===== config.mk =====
export PLATFORM = sky130hd
export DESIGN_NAME = clk_div_multi
export DESIGN_NICKNAME = d
export VERILOG_FILES = /design/src/rtl/clk_div_pkg.sv /design/src/rtl/clk_div_chan.sv /design/src/rtl/clk_div_multi.sv
export SDC_FILE = /design/constraint.sdc
export NUM_CORES = 1
export LEC_CHECK = 0
export CORE_MARGIN = 3
export CORE_UTILIZATION = 55
export DETAILED_ROUTE_END_ITERATION = 12
export HOLD_SLACK_MARGIN = 0.06
export PLACE_DENSITY = 0.73
export SYNTH_ARGS = -nofsm -noshare
export SYNTH_HDL_FRONTEND = slang
export SYNTH_SLANG_ARGS = --single-unit

===== constraint.sdc =====
create_clock -name clk -period 4.7 [get_ports clk]
set_input_delay 0.94 -clock clk [delete_from_list [all_inputs] [get_ports clk]]
set_output_delay 0.94 -clock clk [all_outputs]
set_load 0.01 [all_outputs]

===== src/rtl/clk_div_pkg.sv =====
// Shared helpers for the multi-channel clock divider: channel-index width and default duty.
package clk_div_pkg;

    localparam int MAX_W = 32;

    // Width of a channel index; a single channel still needs a 1-bit select.
    function automatic int ch_width(input int n);
        return (n > 1) ? $clog2(n) : 1;
    endfunction

    function automatic logic [MAX_W-1:0] hi_default(input logic [MAX_W-1:0] div);
        return div >> 1;
    endfunction

endpackage


===== src/rtl/clk_div_chan.sv =====
// One divider channel: counter, active/shadow divisor and high-phase, pending flag.
// CLK_DIV_DUTY_EN adds a programmable high-phase input (cfg_hi).
module clk_div_chan
    import clk_div_pkg::*;
#(
    parameter int WIDTH   = 8,
    parameter int DEF_DIV = 8
) (
    input  logic             clk,
    input  logic             reset,
    input  logic             en,
    input  logic             sync,
    input  logic             cfg_we,
    input  logic [WIDTH-1:0] cfg_div,
`ifdef CLK_DIV_DUTY_EN
    input  logic [WIDTH-1:0] cfg_hi,
`endif
    output logic             clk_out,
    output logic             tick,
    output logic             pending
);

    localparam logic [WIDTH-1:0] DEF_D = WIDTH'(DEF_DIV);
    localparam logic [WIDTH-1:0] DEF_H = WIDTH'(hi_default(MAX_W'(DEF_DIV)));

    logic [WIDTH-1:0] cnt, div_a, hi_a, div_s, hi_s;
    logic [WIDTH-1:0] d_eff, cnt_nx, hi_use, hi_new;
    logic             apply;

`ifdef CLK_DIV_DUTY_EN
    assign hi_new = cfg_hi;
`else
    assign hi_new = WIDTH'(hi_default(MAX_W'(cfg_div)));
`endif

    // Shadow config lands at a period boundary (wrap or sync) or while the channel is idle.
    always_comb begin
        d_eff  = (div_a == '0) ? WIDTH'(1) : div_a;
        cnt_nx = (cnt == d_eff - WIDTH'(1)) ? '0 : cnt + WIDTH'(1);
        apply  = pending & (sync | ~en | (cnt_nx == '0));
        hi_use = apply ? hi_s : hi_a;
    end

    always_ff @(posedge clk) begin
        if (reset) begin
            cnt     <= '0;
            div_a   <= DEF_D;
            hi_a    <= DEF_H;
            div_s   <= DEF_D;
            hi_s    <= DEF_H;
            pending <= 1'b0;
            clk_out <= 1'b0;
            tick    <= 1'b0;
        end else begin
            if (apply) begin
                div_a <= div_s;
                hi_a  <= hi_s;
            end
            if (cfg_we) begin
                div_s   <= cfg_div;
                hi_s    <= hi_new;
                pending <= 1'b1;
            end else if (apply) begin
                pending <= 1'b0;
            end
            if (sync) begin
                cnt     <= '0;
                tick    <= en;
                clk_out <= (hi_use != '0);
            end else if (en) begin
                cnt     <= cnt_nx;
                tick    <= (cnt_nx == '0);
                clk_out <= (cnt_nx < hi_use);
            end else begin
                tick    <= 1'b0;
            end
        end
    end

endmodule


===== src/rtl/clk_div_multi.sv =====
// NCH independent programmable clock dividers with a shared valid/ready config port and sync strobe.
// CLK_DIV_DUTY_EN adds the cfg_hi port for per-channel programmable high-phase length.
module clk_div_multi
    import clk_div_pkg::*;
#(
    parameter int  NCH     = 4,
    parameter int  WIDTH   = 8,
    parameter int  DEF_DIV = 8,
    localparam int CHW     = ch_width(NCH)
) (
    input  logic             clk,
    input  logic             reset,
    input  logic [NCH-1:0]   en,
    input  logic             sync,
    input  logic             cfg_valid,
    output logic             cfg_ready,
    input  logic [CHW-1:0]   cfg_ch,
    input  logic [WIDTH-1:0] cfg_div,
`ifdef CLK_DIV_DUTY_EN
    input  logic [WIDTH-1:0] cfg_hi,
`endif
    output logic [NCH-1:0]   clk_out,
    output logic [NCH-1:0]   tick,
    output logic [NCH-1:0]   pending
);

    localparam int           NPAD  = 1 << CHW;
    localparam logic [CHW:0] NCH_L = (CHW+1)'(NCH);

    logic [NPAD-1:0] pend_pad;
    logic            ch_ok;
    logic            accept;

    // Out-of-range channels are always ready so their requests are swallowed.
    assign pend_pad  = NPAD'(pending);
    assign ch_ok     = ({1'b0, cfg_ch} < NCH_L);
    assign cfg_ready = ~reset & (~ch_ok | ~pend_pad[cfg_ch]);
    assign accept    = cfg_valid & cfg_ready;

    for (genvar g = 0; g < NCH; g++) begin : g_chan
        clk_div_chan #(
            .WIDTH   (WIDTH),
            .DEF_DIV (DEF_DIV)
        ) u_chan (
            .clk     (clk),
            .reset   (reset),
            .en      (en[g]),
            .sync    (sync),
            .cfg_we  (accept & ch_ok & (cfg_ch == CHW'(g))),
            .cfg_div (cfg_div),
`ifdef CLK_DIV_DUTY_EN
            .cfg_hi  (cfg_hi),
`endif
            .clk_out (clk_out[g]),
            .tick    (tick[g]),
            .pending (pending[g])
        );
    end

endmodule


==> results of run 1 <==
-- metrics by stage --
step	util (%)	hold slack [ns]
2_1_floorplan	-	0.433
3_3_place_gp	59.2	0.449
3_5_place_dp	59.2	0.452
4_1_cts	63.9	0.460
5_1_grt	64.0	0.494
6_report	64.0	0.459
-- registers in the layout, summed over array words and instances (netlist names) --
name and cells:
g_chan.u_chan.div_s 32, g_chan.u_chan.div_a 32, g_chan.u_chan.clk_out 4, g_chan.u_chan.pending 4, g_chan.u_chan.hi_a 32, g_chan.u_chan.tick 4, g_chan.u_chan.cnt 32
-- worst paths after layout --
path | to | slack (ns)
max reg2reg | g_chan[3].u_chan.clk_out | 0.35
max | g_chan[3].u_chan.clk_out | 0.35
min reg2reg | g_chan[0].u_chan.hi_a[7] | 0.46
min | g_chan[0].u_chan.hi_a[7] | 0.46
-- cell families after synthesis --
family / after synthesis / synth area share (%)
buffers and inverters: 93 / 5.46
muxes: 113 / 14.4
xor gates and xnor gates: 56 / 6.17
and+or+nand+nor: 343 / 21.2
DFF: 140 / 35.3
AOI/OAI and AO/OA: 141 / 11.8
adders and majority gates: 36 / 5.67
-- cell usage in the layout, fill, tap and decap left out, types with 10 or more instances in the layout --
cell / synthesis / layout
nor3_1: 17 / 17
xnor2_1: 33 / 33
nand4_1: 11 / 11
nand3_1: 20 / 20
nor2b_1: 13 / 13
dfxtp_1: 140 / 140
buf_4: 14 / 19
inv_1: 22 / 22
nor4_1: 15 / 15
or3_1: 10 / 10
o21ai_0: 20 / 20
a21oi_1: 38 / 38
ha_1: 36 / 36
o211ai_1: 13 / 13
a31oi_1: 14 / 13
xor2_1: 23 / 23
mux2i_1: 108 / 108
nor2_1: 157 / 157
clkdlybuf4s50_1: 0 / 29
clkbuf_16: 0 / 17
nand2_1: 44 / 44
-- what timing repair did --
item | 4_1_cts | 5_1_grt
endpoints found under the setup margin | 0 | 1
setup buffers | 0 | 0
resized for setup | 0 | 2
-- report_power, final --
| part | internal [mW] | switching (mW) |
|---|---|---|
| Sequential | 1.20 | 0.0191 |
| Combinational | 0.0765 | 0.0968 |
| Clock | 1.00 | 0.514 |
-- worst reg2reg max path: cells and delay by family (launching register included) --
kind	cells	cell delay (ns)
AOI/OAI and AO/OA	7	1.26
buffers and inverters	1	0.32
and+or+nand+nor	10	1.74
muxes	1	0.15
DFF	1	0.35
adders and majority gates	2	0.47
-- Yosys cell counts (all sizes together) (2+ instances only) --
| cell type | instances |
|---|---|
| inv | 22 |
| clkbuf | 43 |
| nor3b | 6 |
| nor2 | 158 |
| or2 | 2 |
| nand2 | 44 |
| nand3 | 21 |
| o211a | 2 |
| nor3 | 18 |
| ha | 36 |
| a41oi | 2 |
| o211ai | 13 |
| and3b | 2 |
| mux2i | 108 |
| and3 | 9 |
| nor4 | 17 |
| xor2 | 23 |
| nor4b | 4 |
| o21a | 2 |
| nand4 | 11 |
| nand3b | 2 |
| a31oi | 14 |
| buf | 28 |
| dfxtp | 140 |
| o2bb2ai | 2 |
| a21oi | 38 |
| o32ai | 2 |
| a211oi | 3 |
| o2111ai | 2 |
| and2 | 6 |
| o41ai | 3 |
| and4 | 2 |
| o31ai | 6 |
| or4 | 6 |
| nand2b | 9 |
| mux2 | 4 |
| or3 | 10 |
| o221ai | 2 |
| nor2b | 13 |
| o22ai | 2 |
| o21ai | 28 |
| xnor2 | 33 |
| a21o | 6 |
-- layout make-up --
type	count	area, µm²	share of cell area [%]
inverters	22	82.6	0.922
well taps	180	225	2.51
repair buffers	49	438	4.89
clock inverters	12	219	2.44
clock buffers	19	443	4.95
multi-input cells	689	4750	53.0
flip-flops and latches	140	2800	31.3
-- layer usage --
metal | global-route usage [%] | up-vias
met5 | 0 | -
met4 | 7.19 | 0
met3 | 6.11 | 31
met2 | 37.7 | 155
met1 | 32.1 | 3031
li1 | - | 3246
==> impl_metrics.tcl, run 1 <==
set metrics [dict create \
    core-area_mm2 0.0140 \
    hold_depth 2 \
    placed_area_mm2 0.00828 \
    slew_headroom_pct 36.2 \
    critPathArrivalTime_ns 4.71 \
    cts_made_buffers 17 \
    route.met3.wl_um 953 \
    initial_core_util_pct 56.8 \
    die_w_um 126 \
    grt-ovfl-total 0 \
    drt_iter0_markers 567 \
    die_h_um 126 \
    vias_per_cell 5.82 \
    portBuffers 30 \
    n_fill_cell 1155 \
    final_cell_area_mm2 0.00896 \
    grt_pass1_wl_um 30900 \
    drv_slew 0 \
    setup_tns_ns 0 \
    finish.net_count 973 \
    dp_hpwl_um 13200 \
    h-tree-depth 4 \
    critical_path.startpoint_type "flop" \
    rsz0062_at_grt "false" \
    dr.max_layer_used "met4" \
    dp.cells 1080 \
    hold_viol_final 0 \
    synth_edf_count 0 \
    area_growth_pct 12.7 \
    crit_fanout 14 \
    route.met2.wl_um 8430 \
    period_needed_ns 4.35 \
    cp_cell_sequence "or3_1 > nor2_1 > nor2_1 > ha_1 > and3b_1 > o21ai_0 > o311ai_0 > o2111ai_1 > and4bb_1 > o31ai_4 > buf_4 > mux2i_1 > ha_1 > a21oi_1 > nor2b_1 > o21ai_0 > o211ai_1 > nor2_1 > nand2_1 > or3_1 > nand3_1" \
    cts_tree "done" \
    final_cells 1111 \
    setup_slack_ns 0.354 \
    yosys.cell_types.count 74 \
    crit_slowest_cell "or3_1" \
    clk_pin_slew_ns 0.06 \
    dr.pass1.iters 5 \
    power_density_mw_per_mm2 325 \
    min-delay-path-class "flop to flop" \
    hp-start "g_chan[0].u_chan.hi_a[7]" \
    clk-insertion-delay-late_ns 0.42 \
    async_flop_share_pct 0 \
    drcViolationCount 0 \
    cp_top_family "simple AND/OR/NAND/NOR gates" \
    cts_hold_buf 0 \
    reg2regPathDepth 21 \
    wl_met1_um 8780 \
    syn_area_mm2 0.00795 \
    ys.flop_type "dfxtp_1" \
    yosys.area.top_type "dfxtp_1" \
    crit_type "flop to flop" \
    antenna_found_initial 0 \
    grt_pass1_vias 6181 \
    avgSynthCellArea_um2 8.62 \
    yosysSeqAreaShare_pct 35.3 \
    crit_top_cell "nor2_1" \
    dp_slack_ns 0.440 \
    synth_top_area_share_pct 35.3 \
    synth_cells 922 \
    startpoint "g_chan[3].u_chan.div_a[7]" \
    cpPeakStageDelay_ns 0.42 \
    finalSetupViolCount 0 \
    crit_cells 21 \
    worstMarginPinSlew_ns 0.956 \
    clockRootBuffer "clkbuf_16" \
    reg2reg_from "g_chan[3].u_chan.div_a[7]" \
    status "complete, no violations" \
    cts.sinks 140 \
    synth_area_leaders "dfxtp_1 (35%), mux2i_1 (14%), nor2_1 (7.4%)" \
    ys_ff_latch 140 \
    leakagePower_nw 3.95 \
    peakVddDrop_v 0.000434 \
    cap_violations 0 \
    vias 6463 \
    antennaDiodeCount 0 \
    drive_gt1_share_pct 7.09 \
    power.total_mw 2.91 \
    syn-num-nets 976 \
    wire_per_inst_um 16.6 \
    grt_max_degree 95 \
    ant_nets 0 \
    grtUsageTotal_pct 23.8 \
    place_congestion 0.889 \
    io_pins 31 \
    clk_path_buf_depth 2 \
    fp-row-count 43 \
    crit_buf_inv 1 \
    worstSetupEndpointType "flop" \
    skew_ns 0.00559 \
    dieArea_mm2 0.0159 \
    period_share_pct 92.5 \
    required_ns 5.06 \
    ys_warn_count 0 \
    wl_um 18500 \
    fmax_ghz 0.230 \
]
Note: power is estimated with default switching activity, not from simulation.
==> run 2: changes to the inputs <==
CTS_CLUSTER_DIAMETER = 120   (was not set)
SLEW_MARGIN = 20   (was not set)
==> results of run 2 <==
Same layout as run 1: the final DEF is identical, and so are final timing and power.
==> edit 1: new RTL, config.mk and constraints of run 2 <==
Add a define of `CLK_DIV_DUTY_EN`.
--- a/src/rtl/clk_div_chan.sv
+++ b/src/rtl/clk_div_chan.sv
@@ -2,2 +2,4 @@
 // CLK_DIV_DUTY_EN adds a programmable high-phase input (cfg_hi).
+`define CLK_DIV_DUTY_EN
+
 module clk_div_chan
Ports: changed (added cfg_hi); port bits go from 31 to 39. The function was not compared with the original's and may differ.
==> edit 1 against run 2 <==
Synthesized cell count grew 14%. Synthesized area increased by 16%. Sequential power up 23%. Sequential cell count is 32 higher. Sequential share of layout area up 2.2 points. Design area rose by 15%. Wire length increased by 14%. Setup slack better by 54 ps. Power rose by 9.5%. Critical path type unchanged. Largest cell class unchanged. Largest power group is now registers.
==> edit 1: results (changes against run 2) <==
p_clk_share_pct: 46.8  # -5.3 points
synthTopCellsByCount: "172 x dfxtp_1, 156 x nor2_1, 118 x mux2i_1"
grt_max_degree: 66  # -31%
drive_gt1_share_pct: 7.12  # +0.034 points
rrSetupSlack_ps: 410  # +50 ps
synth-seq-area-share_pct: 37.4  # +2.1 points
max-vdd-ir-drop_mv: 0.290  # -33%
cp_max_fo: 6  # -8
fillCellCount: 1369  # +19%
grt_pass1_wl_mm: 35.0  # +13%
p_int_mw: 2.46  # +7.6%
hold_depth: 2  # unchanged
synth.area.top_cells: "dfxtp_1 37%, mux2i_1 13%, nor2_1 6.4%"
reg2reg_to: "g_chan[2].u_chan.clk_out"
met2_length_mm: 9.71  # +15%
drtIter0Drc: 515  # -9.2%
worstReg2RegStart: "g_chan[2].u_chan.div_a[4]"
pre_cts_ws_ps: 351  # -88.7 ps
via_per_inst: 5.71  # -1.8%
portBuffers: 38  # +27%
hold_path_end: "g_chan[1].u_chan.div_s[4]"
gr-usage-met1_pct: 32.7  # +0.59 points
total_power_mw: 3.19  # +9.5%
reg2regPathDepth: 17  # -19%
p_leak_nw: 4.55  # +15%
outcome: "completed"
grt.total_usage_pct: 23.6  # -0.18 points
worstHoldStart: "g_chan[1].u_chan.div_s[4]"
diodes: 0  # unchanged
wl_per_cell_um: 16.5  # -1.1%
dp_hpwl_mm: 14.8  # +13%
hold-worst-slack_ps: 459  # +0.159 ps
use_met3_pct: 4.57  # -1.5 points
slew_headroom_pct: 38.6  # +2.4 points
==> edit 1: logic make-up (layout without fill, tap and decap cells) <==
logic type,count (synthesis),after routing,share of synthesized area [%]
xor+xnor,66,66,6.43
compound gates,166,166,12.4
mux,123,123,13.6
buf+inv,99,113,5.07
fa+ha+maj,36,36,4.89
simple gates,391,391,20.2
flops,172,172,37.4
==> edit 1: how the worst max path moves through the flow <==
stage	end	slack, ps
3_5_place_dp	g_chan[2].u_chan.clk_out	350
3_3_place_gp	g_chan[2].u_chan.clk_out	410
4_1_cts	g_chan[2].u_chan.clk_out	340
6_report	g_chan[2].u_chan.clk_out	410
5_1_grt	g_chan[2].u_chan.clk_out	70
2_1_floorplan	g_chan[2].u_chan.clk_out	470
==> edit 1: worst max-delay path, cell delays in order (launching register included) <==
cell,delay [ps]
dfxtp_1,360
or3_1,440
nor3_2,190
nor2_1,100
ha_1,320
xnor2_1,120
a21oi_1,120
nand2_1,70
a2111o_1,390
or3_4,410
a21o_1,280
mux2i_2,200
ha_1,320
a211oi_2,240
nand2_1,70
a2111o_1,330
o211a_1,120
o22ai_1,120
==> edit 1: layout make-up <==
cell class                      instances  area (sq um)  share of cell area [%]
Sequential cell                       172          3440                    33.5
Tap cell                              216           270                    2.63
Multi-Input combinational cell        782          5330                    51.8
Clock buffer                           19           433                    4.21
Inverter                               22          82.6                   0.803
Clock inverter                         12           186                    1.81
Timing Repair Buffer                   60           543                    5.28
==> edit 1: metrics by stage <==
step	instances	cell area, sq um
finish	1283	10300
global placement	1252	9660
CTS	1283	10300
floorplan	1053	9210
global route	1283	10300
detailed placement	1252	9660
==> edit 1: repair_timing <==
action / CTS / global route
resized for setup: 0 / 2
hold endpoints to repair: 0 / 0
endpoints found under the setup margin: 0 / 1
==> edit 2: new RTL, config.mk and constraints of run 2 <==
Without the edit above. Add an input register stage for `cfg_div`, without a reset; this delays it by one clock. The other inputs are not delayed to match.
--- a/src/rtl/clk_div_multi.sv
+++ b/src/rtl/clk_div_multi.sv
@@ -29,2 +29,8 @@
 
+    logic [WIDTH-1:0] cfg_div_q;
+
+    always_ff @(posedge clk) begin
+        cfg_div_q <= cfg_div;
+    end
+
     logic [NPAD-1:0] pend_pad;
@@ -49,3 +55,3 @@
             .cfg_we  (accept & ch_ok & (cfg_ch == CHW'(g))),
-            .cfg_div (cfg_div),
+            .cfg_div (cfg_div_q),
 `ifdef CLK_DIV_DUTY_EN
Check against the original RTL: not equivalent (a bounded check fails within 4 cycles, from zero or initial values and one cycle with reset high).
==> edit 2 against run 2 <==
Sequential cell count grew 8. Wire length shrank 2.6%. Design area shrank 1.1%. Largest power group unchanged. Clock power shrank 9.9%. Power shrank 2.9%. Setup slack lost 9.7 ps. Hold slack gained 35 ps. Synthesized area grew 0.14%. Sequential power grew 7%. Global-route usage shrank 1.0 points.
==> edit 2: results (changes against run 2) <==
synth_fp_nets: 956  # -2.0%
p_clk_share_pct: 48.4  # -3.7 points
seq-power_mw: 1.30  # +7%
reg2regPathDepth: 14  # -33%
syn_inst: 902  # -2.2%
hold-worst-slack_ps: 494  # +35.2 ps
max-vdd-ir-drop_mv: 0.269  # -38%
outcome: "completed"
synthTopCellsByCount: "175 x nor2_1, 148 x dfxtp_1, 116 x mux2i_1"
hold_path_end: "g_chan[1].u_chan.div_a[3]"
worstReg2RegStart: "g_chan[0].u_chan.div_a[5]"
via_per_inst: 5.80  # -0.35%
cp_max_fo: 11  # -3
gp_congestion: 0.854  # -4.0%
layout_min_cycle_time_ps: 4360  # +9.69 ps
synth.area.top_cells: "dfxtp_1 37%, mux2i_1 15%, nor2_1 8.3%"
finClkSkew_ps: 8.71  # +3.12 ps
grt_pass1_vias: 5880  # -4.9%
cap_violations: 0  # unchanged
place_inst: 1054  # -2.4%
pre_cts_ws_ps: 410  # -30.2 ps
ys.flop_type: "dfxtp_1"
grt_max_degree: 70  # -26%
yosysTopAreaCellShare_pct: 37.2  # +2.0 points
met2_length_mm: 8.47  # +0.45%
synth-seq-area-share_pct: 37.2  # +2.0 points
wl_met3_um: 536  # -44%
route.final.wire_length_mm: 18.0  # -2.6%
wl_per_cell_um: 16.6  # about the same
htreeDepth: 4  # unchanged
placed_area_sq_um: 8270  # -0.11%
drive_gt1_share_pct: 6.42  # -0.67 points
reg2reg_to: "g_chan[0].u_chan.clk_out"
synth_cell_types: 71  # -4.1%
grt_pass1_wl_mm: 29.7  # -3.8%
met1_length_mm: 8.70  # -0.89%
dp_hpwl_mm: 12.8  # -2.8%
final_nets: 947  # -2.7%
crit_arrival_ps: 4700  # about the same
powerDensity_nw_per_um2: 319  # -1.8%
worstHoldStart: "g_chan[1].u_chan.div_s[3]"
slew_headroom_pct: 51.6  # +15 points
grt.total_usage_pct: 22.8  # -1.0 points
switchingPower_mw: 0.627  # -0.50%
p_leak_nw: 3.98  # +0.80%
drtIter0Drc: 522  # -7.9%
[edit 2: metal layers]
layer	up-vias	track usage, %
li1	3152	-
met1	2984	31.4
met2	116	36.4
met3	26	4.08
met4	0	7.76
met5	-	0
[edit 2: area by class of cell]
cell class | count | area, sq um
fillers | 1234 | 5180
multi-input cells | 661 | 4600
flip-flops and latches | 148 | 2960
clock buffers | 21 | 460
repair buffers | 45 | 410
well taps | 180 | 225
clock inverters | 8 | 128
inverters | 20 | 75.1
[edit 2: worst max-delay path, cell delays in order, from the launching register on]
cell       delay [ps]
dfxtp_1           430
nor3_1            110
a31oi_1           270
ha_1              230
or3b_1            400
or4_1             480
a221oi_1          330
nand4_1           220
a31o_1            420
mux2i_1           270
ha_1              280
a21o_1            180
a2111oi_0         370
o21ai_0           150
o21ai_1           150
[edit 2: logic make-up after synthesis]
logic type,synth area share [%]
mux,15.0
compound gates,10.6
fa+ha+maj,5.66
buf+inv,5.16
flops,37.2
simple gates,19.2
xor+xnor,7.15
